[src/rtl/mult_div_if.sv]
`default_nettype none
// ============================================================================
//  Module      : mult_div_if
//  Description : Request/result bundle for the iterative multiply/divide unit.
//                master = requester side, slave = the arithmetic unit.
//  Revision    : 1.0 - initial release
// ============================================================================
interface mult_div_if #(
    parameter int N = 32
);
    logic         start;
    logic [1:0]   op;
    logic [N-1:0] inA;
    logic [N-1:0] inB;
    logic         hi_wen;
    logic         lo_wen;
    logic [N-1:0] wd;
    logic         busy;
    logic         done;
    logic         div_zero;
    logic [N-1:0] hi;
    logic [N-1:0] lo;

    modport master (
        output start, op, inA, inB, hi_wen, lo_wen, wd,
        input  busy, done, div_zero, hi, lo
    );

    modport slave (
        input  start, op, inA, inB, hi_wen, lo_wen, wd,
        output busy, done, div_zero, hi, lo
    );
endinterface
`default_nettype wire

[src/rtl/mult_div_unit.sv]
`default_nettype none
// ============================================================================
//  Module      : mult_div_unit
//  Description : Iterative MULT/MULTU/DIV/DIVU unit with HI/LO result
//                registers. One bit per cycle on operand magnitudes, followed
//                by a single sign-correction cycle. N must be even and >= 4.
//  Revision    : 1.0 - initial release
// ============================================================================
module mult_div_unit #(
    parameter int N = 32
) (
    input  wire logic  clock,
    input  wire logic  reset,
    mult_div_if.slave  bus
);
    localparam int CW = $clog2(N);

    typedef enum logic [1:0] {
        S_IDLE = 2'd0,
        S_RUN  = 2'd1,
        S_FIX  = 2'd2,
        S_DONE = 2'd3
    } state_t;

    state_t         state_q, state_d;
    logic [CW-1:0]  cnt_q, cnt_d;
    logic           is_div_q, is_div_d;
    logic           neg_quo_q, neg_quo_d;   // product / quotient must be negated
    logic           neg_rem_q, neg_rem_d;   // remainder must be negated
    logic [N-1:0]   mag_q, mag_d;           // multiplicand or divisor magnitude
    logic [2*N-1:0] acc_q, acc_d;           // {upper, lower} working register
    logic [N-1:0]   hi_q, hi_d;
    logic [N-1:0]   lo_q, lo_d;
    logic           div_zero_q, div_zero_d;
    logic           busy_q, busy_d;
    logic           done_q, done_d;

    logic           accept;
    logic           a_neg, b_neg;
    logic [N-1:0]   a_mag, b_mag;
    logic [N-1:0]   rem, quo;
    logic [N:0]     mul_sum;
    logic [N:0]     trial;
    logic [N+1:0]   diff;
    logic [2*N-1:0] acc_step;
    logic [2*N-1:0] prod_fix;
    logic [N-1:0]   quo_fix, rem_fix;

    // Operand conditioning and one iteration step of shift-add / restoring divide
    always_comb begin
        accept   = bus.start && (state_q == S_IDLE || state_q == S_DONE);
        a_neg    = ~bus.op[0] & bus.inA[N-1];
        b_neg    = ~bus.op[0] & bus.inB[N-1];
        a_mag    = a_neg ? -bus.inA : bus.inA;
        b_mag    = b_neg ? -bus.inB : bus.inB;

        rem      = acc_q[2*N-1:N];
        quo      = acc_q[N-1:0];
        mul_sum  = {1'b0, rem} + {1'b0, mag_q};
        trial    = {rem, quo[N-1]};
        diff     = {1'b0, trial} - {2'b00, mag_q};

        if (is_div_q) begin
            // Borrow out means the trial subtraction failed: keep the shifted value
            acc_step = diff[N+1] ? {trial[N-1:0], quo[N-2:0], 1'b0}
                                 : {diff[N-1:0],  quo[N-2:0], 1'b1};
        end else begin
            acc_step = quo[0] ? {mul_sum, quo[N-1:1]}
                              : {1'b0, rem, quo[N-1:1]};
        end

        prod_fix = neg_quo_q ? -acc_q : acc_q;
        quo_fix  = neg_quo_q ? -quo   : quo;
        rem_fix  = neg_rem_q ? -rem   : rem;
    end

    // Next-state, datapath and registered-output computation
    always_comb begin
        state_d    = state_q;
        cnt_d      = cnt_q;
        is_div_d   = is_div_q;
        neg_quo_d  = neg_quo_q;
        neg_rem_d  = neg_rem_q;
        mag_d      = mag_q;
        acc_d      = acc_q;
        hi_d       = hi_q;
        lo_d       = lo_q;
        div_zero_d = div_zero_q;

        case (state_q)
            S_IDLE, S_DONE: begin
                if (accept) begin
                    cnt_d    = '0;
                    is_div_d = bus.op[1];
                    if (bus.op[1] && (bus.inB == '0)) begin
                        // Divide by zero resolves immediately without iterating
                        state_d    = S_DONE;
                        hi_d       = bus.inA;
                        lo_d       = '1;
                        div_zero_d = 1'b1;
                    end else begin
                        state_d   = S_RUN;
                        mag_d     = bus.op[1] ? b_mag : a_mag;
                        acc_d     = {{N{1'b0}}, (bus.op[1] ? a_mag : b_mag)};
                        neg_quo_d = a_neg ^ b_neg;
                        neg_rem_d = a_neg;
                    end
                end else begin
                    state_d = S_IDLE;
                    if (bus.hi_wen) hi_d = bus.wd;
                    if (bus.lo_wen) lo_d = bus.wd;
                end
            end
            S_RUN: begin
                acc_d = acc_step;
                if (cnt_q == CW'(N - 1)) begin
                    state_d = S_FIX;
                    cnt_d   = '0;
                end else begin
                    cnt_d = cnt_q + CW'(1);
                end
            end
            S_FIX: begin
                // Results become visible only here, after sign correction
                state_d    = S_DONE;
                div_zero_d = 1'b0;
                if (is_div_q) begin
                    hi_d = rem_fix;
                    lo_d = quo_fix;
                end else begin
                    hi_d = prod_fix[2*N-1:N];
                    lo_d = prod_fix[N-1:0];
                end
            end
            default: state_d = S_IDLE;
        endcase

        busy_d = (state_d == S_RUN) || (state_d == S_FIX);
        done_d = (state_d == S_DONE);
    end

    // State and output registers with asynchronous active-low clear
    always_ff @(posedge clock or negedge reset) begin
        if (!reset) begin
            state_q    <= S_IDLE;
            cnt_q      <= '0;
            is_div_q   <= 1'b0;
            neg_quo_q  <= 1'b0;
            neg_rem_q  <= 1'b0;
            mag_q      <= '0;
            acc_q      <= '0;
            hi_q       <= '0;
            lo_q       <= '0;
            div_zero_q <= 1'b0;
            busy_q     <= 1'b0;
            done_q     <= 1'b0;
        end else begin
            state_q    <= state_d;
            cnt_q      <= cnt_d;
            is_div_q   <= is_div_d;
            neg_quo_q  <= neg_quo_d;
            neg_rem_q  <= neg_rem_d;
            mag_q      <= mag_d;
            acc_q      <= acc_d;
            hi_q       <= hi_d;
            lo_q       <= lo_d;
            div_zero_q <= div_zero_d;
            busy_q     <= busy_d;
            done_q     <= done_d;
        end
    end

    assign bus.busy     = busy_q;
    assign bus.done     = done_q;
    assign bus.div_zero = div_zero_q;
    assign bus.hi       = hi_q;
    assign bus.lo       = lo_q;
endmodule
`default_nettype wire

[src/flat_wrapper.sv]
// flat-port wrapper written by rule: the top's interface ports become plain ports
module mult_div_unit_flat 
#(
    parameter int N = 32
)
  (clock, reset, bus_start, bus_op, bus_inA, bus_inB, bus_hi_wen, bus_lo_wen, bus_wd, bus_busy, bus_done, bus_div_zero, bus_hi, bus_lo);
  mult_div_if #(.N(N)) bus_i ();
  input  wire logic clock;
  input  wire logic reset;
  input wire logic [$bits(bus_i.start)-1:0] bus_start;
  input wire logic [$bits(bus_i.op)-1:0] bus_op;
  input wire logic [$bits(bus_i.inA)-1:0] bus_inA;
  input wire logic [$bits(bus_i.inB)-1:0] bus_inB;
  input wire logic [$bits(bus_i.hi_wen)-1:0] bus_hi_wen;
  input wire logic [$bits(bus_i.lo_wen)-1:0] bus_lo_wen;
  input wire logic [$bits(bus_i.wd)-1:0] bus_wd;
  output wire logic [$bits(bus_i.busy)-1:0] bus_busy;
  output wire logic [$bits(bus_i.done)-1:0] bus_done;
  output wire logic [$bits(bus_i.div_zero)-1:0] bus_div_zero;
  output wire logic [$bits(bus_i.hi)-1:0] bus_hi;
  output wire logic [$bits(bus_i.lo)-1:0] bus_lo;
  assign bus_i.start = bus_start;
  assign bus_i.op = bus_op;
  assign bus_i.inA = bus_inA;
  assign bus_i.inB = bus_inB;
  assign bus_i.hi_wen = bus_hi_wen;
  assign bus_i.lo_wen = bus_lo_wen;
  assign bus_i.wd = bus_wd;
  assign bus_busy = bus_i.busy;
  assign bus_done = bus_i.done;
  assign bus_div_zero = bus_i.div_zero;
  assign bus_hi = bus_i.hi;
  assign bus_lo = bus_i.lo;
  mult_div_unit #(.N(N)) u_core (.clock(clock), .reset(reset), .bus(bus_i));
endmodule
[config.mk]
export PLATFORM = sky130hd
export DESIGN_NAME = mult_div_unit_flat
export DESIGN_NICKNAME = d
export VERILOG_FILES = /design/src/rtl/mult_div_if.sv /design/src/rtl/mult_div_unit.sv /design/src/flat_wrapper.sv
export SDC_FILE = /design/constraint.sdc
export NUM_CORES = 1
export LEC_CHECK = 0
export BUFFER_PORTS_ARGS = -buffer_cell sky130_fd_sc_hd__buf_2
export CORE_ASPECT_RATIO = 0.7
export CORE_MARGIN = 10
export CORE_UTILIZATION = 66
export CTS_CLUSTER_SIZE = 24
export DETAILED_ROUTE_END_ITERATION = 8
export PLACE_DENSITY = 0.88
export SYNTH_ARGS = -nofsm -noshare
export SYNTH_HDL_FRONTEND = slang
export SYNTH_SLANG_ARGS = --single-unit
[constraint.sdc]
create_clock -name clock -period 7.4 [get_ports clock]
set_clock_uncertainty 0.05 [all_clocks]
set_input_delay 1.11 -clock clock [delete_from_list [all_inputs] [get_ports clock]]
set_output_delay 1.11 -clock clock [all_outputs]
set_load 0.02 [all_outputs]
Yosys cells after proc, flatten, opt, wreduce, memory -nomap -nowiden

Cells that the tools add are included.
Widths: inputs -> output; s select.

Add/sub/neg operators: 8
Eq/ne operators: 13
Mux-type cells: 33
Bitwise operators: 5
Reduce and logical (&&, ||, !) cells: 16

Operator list:

| kind                | count |
|---|---|
| $mux 32             | 14 |
| $mux 64             | 6 |
| $neg 32->32         | 4 |
| $pmux 32 s2         | 2 |
| $pmux 64 s2         | 1 |
| $neg 64->64         | 1 |
| $sub 33x32->34      | 1 |
| $add 32x32->33      | 1 |
| $logic_not 32->1    | 1 |
| $reduce_and 3->1    | 5 |
| $mux 5              | 2 |
| $pmux 5 s2          | 1 |
| $eq 2x2->1 const B  | 4 |
| $mux 2              | 3 |
| $ne 3x2->1 const B  | 2 |
| $pmux 2 s3          | 1 |
| $add 5x1->5 const B | 1 |
| $eq 5x5->1 const B  | 1 |
| $eq 2x1->1 const B  | 2 |
| $ne 2x1->1 const B  | 2 |
| $reduce_and 2->1    | 2 |
| $reduce_bool 2->1   | 2 |
| $ne 3x3->1 const B  | 1 |
| $and 1x1->1         | 2 |
| 9 further kinds     | 13 |

Register bits after elaboration: 173
Input port bits: 103

Longest topological paths before layout

Depth in word-level cells: 7
Gate-level depth with buffers: 14

Worst setup path before layout

OpenSTA, ideal clock, no wires.

Kind: input port to flip-flop
Start: input bus_inB[10]
End: register u_core.acc_q[56]
Library setup time: 0.110 ns
Arrival time: 3.461 ns
Required time: 7.240 ns
Setup slack: 3.779 ns
Cell stages on the path: 9
Buffers on the path: 2
Path through: or4_1 > nor3_1 > nand4_1 > o21ai_1 > o21a_1 > clkbuf_1 > buf_1 > nand2_1 > o41ai_1

Longest elaborated chain between the ends: 4

Ends and longest elaborated chain:

| item                       | line                 | text |
|---|---|---|
| start: declaration         | flat_wrapper.sv:13   | `input wire logic [$bits(bus_i.inB)-1:0] bus_inB;` |
| $logic_not 32->1           | mult_div_unit.sv:95  | `if (bus.op[1] && (bus.inB == '0)) begin` |
| $logic_and 1x1->1          | mult_div_unit.sv:95  |  |
| $ne 2x2->1 (no line)       | n/a                  |  |
| $reduce_and 3->1 (no line) | n/a                  |  |
| end signal: assignment     | mult_div_unit.sv:151 | `acc_q <= '0;` |
| end signal: assignment     | mult_div_unit.sv:164 | `acc_q <= acc_d;` |
| end: declaration           | mult_div_unit.sv:31  | `logic [2*N-1:0] acc_q, acc_d;` |

No other way between the ends.
A chain may end at the register's enable or synchronous reset.

Final worst setup path

Start: register u_core.acc_q[32]
End: register u_core.acc_q[55]

Longest elaborated chain between the ends: 4
Elaborated cells between the ends (all ways): 6
Those cells by class: add/sub (2); mux (4)

Ends and longest elaborated chain:

| item                                             | line                                     | text |
|---|---|---|
| $sub 33x32->34 or $add 32x32->33 (tied branches) | mult_div_unit.sv:61, mult_div_unit.sv:59 |  |
| $mux 64 (on tied branches)                       | mult_div_unit.sv:65, mult_div_unit.sv:68 |  |
| $mux 64 (*)                                      | mult_div_unit.sv:63                      | `if (is_div_q) begin` |
| $pmux 64 s2 (*)                                  | mult_div_unit.sv:90                      | `case (state_q)` |

Every way passes the cells marked *; elsewhere a longest branch is shown, timed or not.

==> results.py <==
metrics = {
    "worst_setup_path": {
        "r2r_cells": 12,
        "cpLargestDelayFamily": "compound AO/OA/AOI/OAI gates",
        "endpoint_kind": "register",
        "cpMaxStageDelayCell": "o31ai_1",
        "r2r_end": "u_core.acc_q[55]",
        "path_class": "register to register",
        "worstPathMaxFanout": 11,
        "r2r_setup_slack_ns": 3.12,
        "rr_startpoint": "u_core.acc_q[32]",
        "critical_path_buf_inv_count": 1,
        "arrival_ns": 4.57,
        "max_stage_delay_ns": 0.85,
        "worstPathRequired_ns": 7.69,
        "crit_path_frequent_cell": "o31ai_1",
        "timing.critical_path.from": "u_core.acc_q[32]",
        "path_cells": "ha_1 > inv_1 > fa_1 > nor2b_1 > o31ai_1 > a21oi_1 > a211oi_1 > o31ai_1 > xnor2_1 > nor2_1 > a211o_1 > a32o_1",
        "startpoint_type": "register",
    },
    "clock_tree": {
        "cts_root_buffer": "clkbuf_16",
        "post_cts_buffers": 0,
        "clk_pin_slew_ns": 0.07,
        "cts_tree": "built",
        "worst_skew_pair.late_latency_ns": 0.46,
        "htreeDepth": 4,
        "cts_num_sinks": 173,
        "cts-buffers-inserted": 17,
        "cts_resized": 0,
        "hold_buffers": 0,
        "cts_max_path_buffers": 2,
    },
    "power_and_ir_drop": {
        "p_per_area_nw_per_um2": 562.5,
        "intPower_mw": 4.352,
        "peakVddDrop_mv": 0.3511,
        "power_mw": 9.802,
        "total_leakage_power_nw": 7.754,
        "power_switching_share": 0.5560,
        "pwr-share-clk": 0.100,
        "p_sw_mw": 5.450,
        "pwr-share-comb": 0.674,
        "p_seq_frac": 0.226,
    },
    "synthesis": {
        "synthTopCellsByArea": "dfrtp_1, a21oi_1, nand2_1",
        "synthCells": 2141,
        "syn_avg_cell_area_um2": 7.439,
        "synth-seq-area-share": 0.2718,
        "yosysWarnings": 0,
        "synth-edff-count": 0,
        "synth.most_common_cell": "nand2_1",
        "synth_top_area_frac": 0.2718,
        "synth_common_cells": "nand2_1, a21oi_1, o21ai_0",
        "synth_area_um2": 15930,
        "synth.distinct_cells": 75,
        "synth_top_cell_by_area": "dfrtp_1",
        "synth_flop_cell": "dfrtp_1",
        "synth-seq-cells": 173,
        "postSynth.asyncResetShare": 1.000,
        "syn_nets": 2320,
    },
    "sta": {
        "layout_min_cycle_time_ns": 4.279,
        "period_share": 0.5783,
        "setup_viol": 0,
        "tns_ns": 0,
        "relSlewSlack": 0.2433,
        "tightestPinTransition_ns": 1.132,
        "fmax_ghz": 0.2337,
        "rsz0062_at_grt": "false",
        "hold_violations": 0,
        "slew_violations": 0,
    },
    "floorplan": {
        "die_area_um2": 30840,
        "die_y_um": 150.0,
        "ios": 170,
        "initial_core_util": 0.6720,
        "coreArea_um2": 23700,
        "num_rows": 47,
        "die_w_um": 205.7,
    },
    "layout": {
        "num-nets-final": 2379,
        "fill_cells": 1909,
        "syn_to_final_growth_pct": 9.419,
        "layout-drive-gt1-share": 0.1207,
    },
    "worst_hold_path": {
        "hold_class": "register to register",
        "min-delay-start": "u_core.bus.lo[22]",
        "min_to": "u_core.bus.lo[22]",
        "min_path_cells": 1,
    },
    "global_route": {
        "grt-ovfl-total": 0,
        "grt_max_degree": 117,
        "track_usage": 0.3696,
        "grt_antenna_before_repair": 2,
        "grt_pass1_vias": 15313,
        "grt_pass1_wl_mm": 88.83,
    },
    "placed_design": {
        "gp_congestion": 1.071,
        "place_hpwl_mm": 45.27,
        "io_buffer_count": 169,
    },
    "drt": {
        "drcViolationCount": 0,
        "dr.pass1.iters": 8,
        "wl_mm": 58.68,
        "first_iter_violations": 2662,
        "wl_per_cell_um": 23.17,
        "ant_nets": 0,
        "vias_per_cell": 6.840,
        "vias": 17320,
    },
    "status": {
        "status": "completed",
    },
    "job": {
        "cap_violations": 0,
    },
}
[worst reg2reg max path: cells and delay by family, from the launching register on]
family                   cells  cell delay (ns)
XOR/XNOR                     1             0.20
AO/OA/AOI/OAI                6             2.23
adder cells (fa/ha/maj)      2             0.67
buffers and inverters        1             0.06
flip-flops                   1             0.67
AND/OR/NAND/NOR              2             0.28
[area by class of cell]
cell class | instances | area (um2) | area share
tap | 318 | 397.9 | 0.02283
multi-input combinational | 1753 | 10830 | 0.6216
antenna | 1 | 2.502 | 0.0001436
sequential | 173 | 4333 | 0.2486
timing repair buffer | 185 | 972.2 | 0.05579
clock inverter | 15 | 200.2 | 0.01149
clock buffer | 17 | 425.4 | 0.02441
inverter | 70 | 262.8 | 0.01508
[cells by family (layout without fill, tap and decap cells)]
kind of cell / count (synthesis) / in the layout / synth area share
muxes: 51 / 51 / 0.03386
buffers and inverters: 215 / 287 / 0.05091
adders and majority gates: 76 / 76 / 0.06065
other: 0 / 1 / 0
DFF: 173 / 173 / 0.2718
AOI/OAI and AO/OA: 748 / 748 / 0.2867
and+or+nand+nor: 711 / 711 / 0.2043
xor gates and xnor gates: 167 / 167 / 0.09184
[power groups by stage]
stage / clock, mW / sequential [mW] / combinational [mW]
after detailed placement: 0 / 2.16 / 6.33
after global placement: 0 / 2.13 / 6.15
after CTS: 0.984 / 2.14 / 6.39
after floorplan: 0 / 2.00 / 4.63
after global routing: 1.03 / 2.23 / 7.16
final: 0.985 / 2.21 / 6.60
[per-layer routing]
metal  GRT usage  share of wire  routed length [um]  vias to the layer above
li1            -              -                   -                     7821
met1      0.5419           0.41               24340                     8022
met2      0.4889           0.38               22510                     1360
met5           0              0                   0                        -
met3      0.1445           0.18               10350                      117
met4     0.09234          0.025                1481                        0
[worst max path at each step]
| stage | endpoint | slack [ns] | cells after the start |
|---|---|---|---|
| after global routing | u_core.bus.hi[17] | 2.85 | 9 |
| after detailed placement | u_core.bus.hi[1] | 2.79 | 9 |
| after floorplan | u_core.acc_q[56] | 3.78 | 9 |
| after global placement | u_core.bus.hi[1] | 2.92 | 9 |
| after CTS | u_core.bus.hi[1] | 3.25 | 9 |
| final | u_core.acc_q[55] | 3.12 | 12 |
[metrics by stage]
stage	utilization	setup WS, ns	cell area, um2	instances	hold WS [ns]
6_report	0.7353	3.121	17430	2532	0.4265
5_1_grt	0.7353	2.846	17430	2532	0.4489
4_1_cts	0.7352	3.250	17420	2531	0.4290
3_5_place_dp	0.7088	2.790	16800	2499	0.4126
3_3_place_gp	0.7088	2.917	16800	2499	0.4066
2_1_floorplan	-	3.779	15930	2141	0.4149
[sequential cells by signal, summed over array words and instances, names as in the netlist]
signal	cells
u_core.acc_q	64
u_core.bus.busy	1
u_core.bus.div_zero	1
u_core.bus.done	1
u_core.bus.hi	32
u_core.bus.lo	32
u_core.cnt_q	5
u_core.is_div_q	1
u_core.mag_q	32
u_core.neg_quo_q	1
u_core.neg_rem_q	1
u_core.state_q	2
[cells in the final DEF (no fill, tap or decap), drive strengths merged, types with 13 or more instances in the layout]
master  netlist  routed
or4          25      25
buf          12     185
o41ai        18      18
a21oi       260     260
nand2b       19      19
or3          22      22
mux2i        28      28
nand2       319     319
o21ai       210     210
nor3         45      45
a32o         13      13
a31oi        13      13
a21o         31      31
nor2        162     162
xor2         83      83
inv          69      76
clkbuf      133      17
dfrtp       173     173
o211ai       29      29
ha           74      74
mux2         23      23
o31ai        60      60
nor2b        19      19
nor4         15      15
xnor2        84      84
nand3        25      25
a211oi       36      36
No activity file was read; power rests on OpenSTA's default activity.
